$ cat config.mk
export PLATFORM = sky130hd
export DESIGN_NAME = sha256_w_sched_ctrl
export DESIGN_NICKNAME = d
export VERILOG_FILES = /design/src/rtl/sha256_w_sched_ctrl.sv
export SDC_FILE = /design/constraint.sdc
export NUM_CORES = 1
export LEC_CHECK = 0
export BUFFER_PORTS_ARGS = -buffer_cell sky130_fd_sc_hd__buf_2
export CORE_MARGIN = 3
export CORE_UTILIZATION = 30
export CTS_CLUSTER_DIAMETER = 100
export DETAILED_ROUTE_END_ITERATION = 8
export HOLD_SLACK_MARGIN = 0.12
export PLACE_DENSITY_LB_ADDON = 0.08
export SLEW_MARGIN = 20
export SYNTH_ARGS = -nofsm -noshare
export SYNTH_HDL_FRONTEND = slang
export SYNTH_SLANG_ARGS = --single-unit
$ cat constraint.sdc
create_clock -name CLK -period 9.3 [get_ports CLK]
set_input_delay 1.395 -clock CLK [delete_from_list [all_inputs] [get_ports CLK]]
set_output_delay 1.395 -clock CLK [all_outputs]
set_load 0.01 [all_outputs]
$ cat src/rtl/sha256_w_sched_ctrl.sv
// sha256_w_sched_ctrl: SHA-256 message schedule sequencer.
// Takes one 512-bit block, then streams W[0..ROUNDS-1] one word per w handshake,
// generating W[t>=16] from a 16-word sliding window.
// Optional feature macro: SHA256_WSCHED_STALL_CNT_EN adds stall_cnt[15:0], a saturating
// count of cycles with w_valid && !w_ready, cleared on reset and on block accept.
//
// state  | meaning
// IDLE   | waiting for a block, in_ready=1, w_valid=0
// STREAM | presenting window[0] as W[t], shifting on each w handshake
module sha256_w_sched_ctrl #(
    parameter int ROUNDS = 64,
    parameter int IDX_W  = 6
) (
    input  logic             CLK,
    input  logic             RST,
    input  logic             in_valid,
    output logic             in_ready,
    input  logic [511:0]     block_in,
    input  logic             abort,
    output logic             w_valid,
    input  logic             w_ready,
    output logic [31:0]      w_out,
    output logic [IDX_W-1:0] w_idx,
    output logic             w_last,
    output logic             done,
    output logic             busy
`ifdef SHA256_WSCHED_STALL_CNT_EN
    ,
    output logic [15:0]      stall_cnt
`endif
);

    typedef enum logic {
        IDLE   = 1'b0,
        STREAM = 1'b1
    } state_t;

    localparam logic [IDX_W-1:0] T_LAST = IDX_W'(ROUNDS - 1);

    state_t           state;
    state_t           state_nxt;
    logic [31:0]      window [16];
    logic [IDX_W-1:0] t;
    logic             done_r;
    logic             accept;
    logic             shift;
    logic             final_hs;
    logic [31:0]      w_new;

    function automatic logic [31:0] sig0(input logic [31:0] x);
        return {x[6:0], x[31:7]} ^ {x[17:0], x[31:18]} ^ (x >> 3);
    endfunction

    function automatic logic [31:0] sig1(input logic [31:0] x);
        return {x[16:0], x[31:17]} ^ {x[18:0], x[31:19]} ^ (x >> 10);
    endfunction

    // Next schedule word from the current window (carries past bit 31 drop naturally).
    always_comb begin
        w_new = sig0(window[1]) + window[9] + sig1(window[14]) + window[0];
    end

    // State register.
    always_ff @(posedge CLK) begin
        if (!RST) state <= IDLE;
        else      state <= state_nxt;
    end

    // Next-state decode; abort wins over both handshakes.
    always_comb begin
        state_nxt = state;
        accept    = 1'b0;
        shift     = 1'b0;
        final_hs  = 1'b0;
        case (state)
            IDLE: begin
                if (!abort && in_valid) begin
                    accept    = 1'b1;
                    state_nxt = STREAM;
                end
            end
            STREAM: begin
                if (abort) begin
                    state_nxt = IDLE;
                end else if (w_ready) begin
                    shift = 1'b1;
                    if (t == T_LAST) begin
                        final_hs  = 1'b1;
                        state_nxt = IDLE;
                    end
                end
            end
            default: state_nxt = IDLE;
        endcase
    end

    // Window, word index and done pulse; t returns to 0 after the last word so it never wraps.
    always_ff @(posedge CLK) begin
        if (!RST) begin
            t      <= '0;
            done_r <= 1'b0;
            for (int i = 0; i < 16; i++) window[i] <= '0;
        end else begin
            done_r <= final_hs;
            if (accept) begin
                t <= '0;
                for (int i = 0; i < 16; i++) window[i] <= block_in[511 - 32*i -: 32];
            end else if (abort) begin
                t <= '0;
            end else if (shift) begin
                for (int i = 0; i < 15; i++) window[i] <= window[i+1];
                window[15] <= w_new;
                t <= final_hs ? '0 : t + IDX_W'(1);
            end
        end
    end

`ifdef SHA256_WSCHED_STALL_CNT_EN
    // Saturating stall counter; holds its value through IDLE until the next accept.
    always_ff @(posedge CLK) begin
        if (!RST || accept)                              stall_cnt <= '0;
        else if (w_valid && !w_ready && stall_cnt != '1) stall_cnt <= stall_cnt + 16'd1;
    end
`endif

    assign busy     = (state == STREAM);
    assign in_ready = (state == IDLE);
    assign w_valid  = busy;
    assign w_out    = window[0];
    assign w_idx    = t;
    assign w_last   = busy && (t == T_LAST);
    assign done     = done_r;

endmodule

==> results by group <==
Outcome
  – Status: complete, no violations

Synth
  – Synth Area in XOR/XNOR: 5.00%
  – Mapped Area: 26300 sq um
  – Multiplexer share of the synthesized area: 0%
  – FF+latch count, synth: 520
  – Most used DFF post-synth: edfxtp_1
  – Synthesized Nets: 2729
  – Fraction of registers with async set/reset: 0%
  – Post-synth EDFFs: 512
  – Post-synthesis sequential area ratio: 59.1%
  – Synth Area in Adders: 6.24%
  – Distinct cells, synth: 57
  – Largest family of logic cells by synthesized area: compound AO/OA/AOI/OAI gates
  – Post-synthesis simple-gate area fraction: 6.85%
  – Synthesized instance count: 2118
  – Complex-gate fraction of the synthesized area: 18.6%
  – Synth Area per Inst: 12.4 sq um
  – Synth warn: 0

Drt
  – WL final: 107000 um
  – DRC violation count after routing: 0
  – Pre-Repair DR Iteration Count: 5
  – Drt initial violations: 1557
  – ANT nets after route: 0
  – DR vias/cell: 4.96
  – Via count: 19031
  – Avg WL per Cell: 27.9 um

Floorplan
  – Die Y: 302 um
  – Initial core utilization: 30.6%
  – Top Ports: 560
  – Rows: 107
  – Die X: 302 um
  – DIE AREA: 91300 sq um
  – Core area: 86100 sq um

Clocking
  – H-tree Lvls: 3
  – CTS tree: yes
  – CTS Root Cell: clkbuf_16
  – Worst-path clk slew: 60 ps
  – Post-cts sizing count: 0
  – Clock Sinks: 520
  – Hold buffers post-CTS: 0
  – TritonCTS Buffers: 66
  – Clock Latency Late Sink: 610 ps
  – Post-CTS Setup Bufs: 0
  – Max Buffers Root-to-Sink: 3

Cells and area
  – Share of cells above drive strength 1: 25.8%
  – Register Area: 15500 sq um
  – Fillers: 8508
  – Multi-input logic area: 9700 sq um
  – Design area: 32400 sq um
  – Final net count: 3236
  – Area growth syn-to-layout: 23.3%

STA
  – Setup ws final: 4180 ps
  – Unrepaired setup endpoints after global routing: no
  – Final slew viol count: 0
  – Final hold vios: 0
  – Max Clk Rate: 195 MHz
  – Final min period: 5120 ps
  – Slew at the pin closest to its max-slew limit: 1030 ps
  – Crit share post-route: 55.0%
  – Max_slew headroom: 31.3%
  – Final setup fails: 0
  – Worst Skew: 44.1 ps
  – Sum Neg Setup Slack: 0 ps

Job
  – Maxcap violations: 0

GRT
  – Total grt overflow: 0
  – Vias in the first global route: 19702
  – Initial antenna violation count: 31
  – First-pass GRT wire length: 147000 um
  – Largest net degree at the start of global routing: 152
  – Gr usage total: 22.9%

Critical path
  – WP data required: 9600 ps
  – R2R setup slack: 4180 ps
  – WP buf/inv: 3
  – Cells along the critical path: xnor2_1 -> xnor2_1 -> fa_1 -> inv_1 -> fa_1 -> inv_1 -> ha_1 -> inv_1 -> fa_1 -> nor2b_1 -> o21ai_1 -> o21ai_2 -> a41oi_1 -> a21boi_1 -> a311oi_2 -> xnor2_1 -> o21ai_1
  – CP Launch Type: register
  – Arrival @ worst endpoint: 5420 ps
  – Crit path kind: reg -> reg
  – Top delay family on crit path: adder cells
  – Slowest CP cell: edfxtp_1
  – Max stage delay on crit path: 530 ps
  – Endpoint type of the worst setup path: register
  – CP max FO: 5

Place
  – DP Area: 30200 sq um
  – IO buf count: 559
  – RePlAce Congestion: 0.938
  – Pre-CTS setup slack: 4250 ps
  – Post-detail-place hpwl: 82000 um

Power and ir drop
  – P_leak: 13.4 nW
  – Power share of the combinational group: 30.2%
  – Clk pwr share: 32.7%
  – Design Power: 7.94 mW
  – PwrDens: 245 nW/um^2
  – Sw Ratio: 34.5%
  – Switch Pwr: 2.74 mW
  – Flop pwr share: 37.0%
  – Power Internal: 5.20 mW
  – Peak supply drop: 0.126 mV

Min path
  – Hold WC Path Type: reg -> reg
==> tightest hold or removal path, cell delays in order, from the launching register on <==
cell     delay (ps)
dfxtp_1         340
nand2_1          70
a21oi_1          50
==> path summary, 6_finish.rpt <==
kind                                from                        to  cells past startpoint
max          window[1][19]$_SDFFCE_PN0P_  window[15][31]$_DFFE_PP_                     17
min                w_idx[1]$_SDFFE_PP0P_     w_idx[1]$_SDFFE_PP0P_                      2
max reg2reg  window[1][19]$_SDFFCE_PN0P_  window[15][31]$_DFFE_PP_                     17
min reg2reg        w_idx[1]$_SDFFE_PP0P_     w_idx[1]$_SDFFE_PP0P_                      2
==> power groups by stage <==
stage          clock [mW]  sequential (mW)  combinational, mW
6_report             2.60             2.94               2.40
3_5_place_dp            0             3.00               2.36
4_1_cts              2.67             2.95               2.39
3_3_place_gp            0             3.00               2.37
5_1_grt              2.74             2.96               2.65
2_1_floorplan           0             2.93               1.56
==> synth_stat cells (3+ instances only) <==
cell / number / share of area, %
xnor2_1: 118 / 3.9
o21a_1: 3 / 0.086
buf_1: 3 / 0.043
nor3_1: 3 / 0.057
a211o_1: 4 / 0.13
and3_1: 6 / 0.14
clkbuf_1: 132 / 1.9
a41oi_1: 3 / 0.10
buf_2: 3 / 0.057
a31oi_1: 5 / 0.12
nor2b_1: 5 / 0.12
inv_1: 149 / 2.1
a21o_1: 16 / 0.46
and2_1: 4 / 0.095
xor2_1: 32 / 1.1
edfxtp_1: 512 / 58
o21ai_0: 14 / 0.27
fa_1: 62 / 4.7
nand2b_1: 3 / 0.071
a211oi_1: 7 / 0.20
ha_1: 32 / 1.5
nand4_1: 7 / 0.17
a21boi_0: 163 / 4.7
nand3_1: 11 / 0.21
nor2_1: 17 / 0.24
a22o_1: 324 / 11
dfxtp_1: 8 / 0.61
o21ai_1: 23 / 0.44
nand2_1: 387 / 5.5
a21oi_1: 28 / 0.53
==> stage by stage <==
step                instances  hold WS [ps]  utilization, %
global route             3824           533            37.6
finish                   3835           507            37.7
global placement         3701           490            35.1
detailed placement       3701           498            35.1
CTS                      3821           508            37.6
floorplan                2118           508               -
==> sequential cells by signal, indices dropped and copies added, names as in the netlist <==
register and count:
busy 1, w_idx 6, window 512, done 1
==> layer usage <==
metal	vias up	share of wire, %	wire length (um)	GRT usage [%]
li1	8753	-	-	-
met5	-	0.11	123	0
met4	20	3.3	3490	7.41
met3	159	6.9	7360	5.41
met1	9427	41	44100	29.1
met2	672	49	51900	38.5
==> cell type report <==
class                           instances  area share, %
Tap cell                             1144           4.41
Sequential cell                       520           47.9
Inverter                              149           1.73
Antenna cell                           14          0.108
Clock inverter                         43           1.43
Timing Repair Buffer                  580           9.21
Clock buffer                           77           5.29
Multi-Input combinational cell       1308           29.9
==> kinds of logic (layout without fill, tap and decap cells) <==
family | count (synthesis) | in the layout
adder cells (fa/ha/maj) | 94 | 94
XOR/XNOR | 150 | 150
other | 0 | 14
AO/OA/AOI/OAI | 614 | 614
AND/OR/NAND/NOR | 450 | 450
buffers and inverters | 290 | 849
flip-flops | 520 | 520
==> layout by cell type (no fill, tap or decap), types with 3 or more instances in the layout <==
master and instances:
bufinv_16 7, edfxtp_1 512, and3_1 6, nand2b_1 3
clkinv_8 4, o21a_1 3, a211oi_1 7, ha_1 32
diode_2 14, and2_1 4, xnor2_1 118, clkbuf_16 67
nand2_1 384, xor2_1 32, o21ai_1 23, fa_1 62
buf_2 558, nand4_1 7, buf_4 19, clkinv_1 16
nor2_4 3, clkinv_2 12, dfxtp_1 8, nor2_1 15
inv_1 149, nor2b_1 5, nor3_1 3, a21o_1 16
a41oi_1 3, a22o_1 324, nand2_4 3, a31oi_1 5
o21ai_0 14, a211o_1 4, nand3_1 11, clkbuf_1 10
a21oi_1 28, a21boi_0 163
Power figures use the tool's default switching activity.
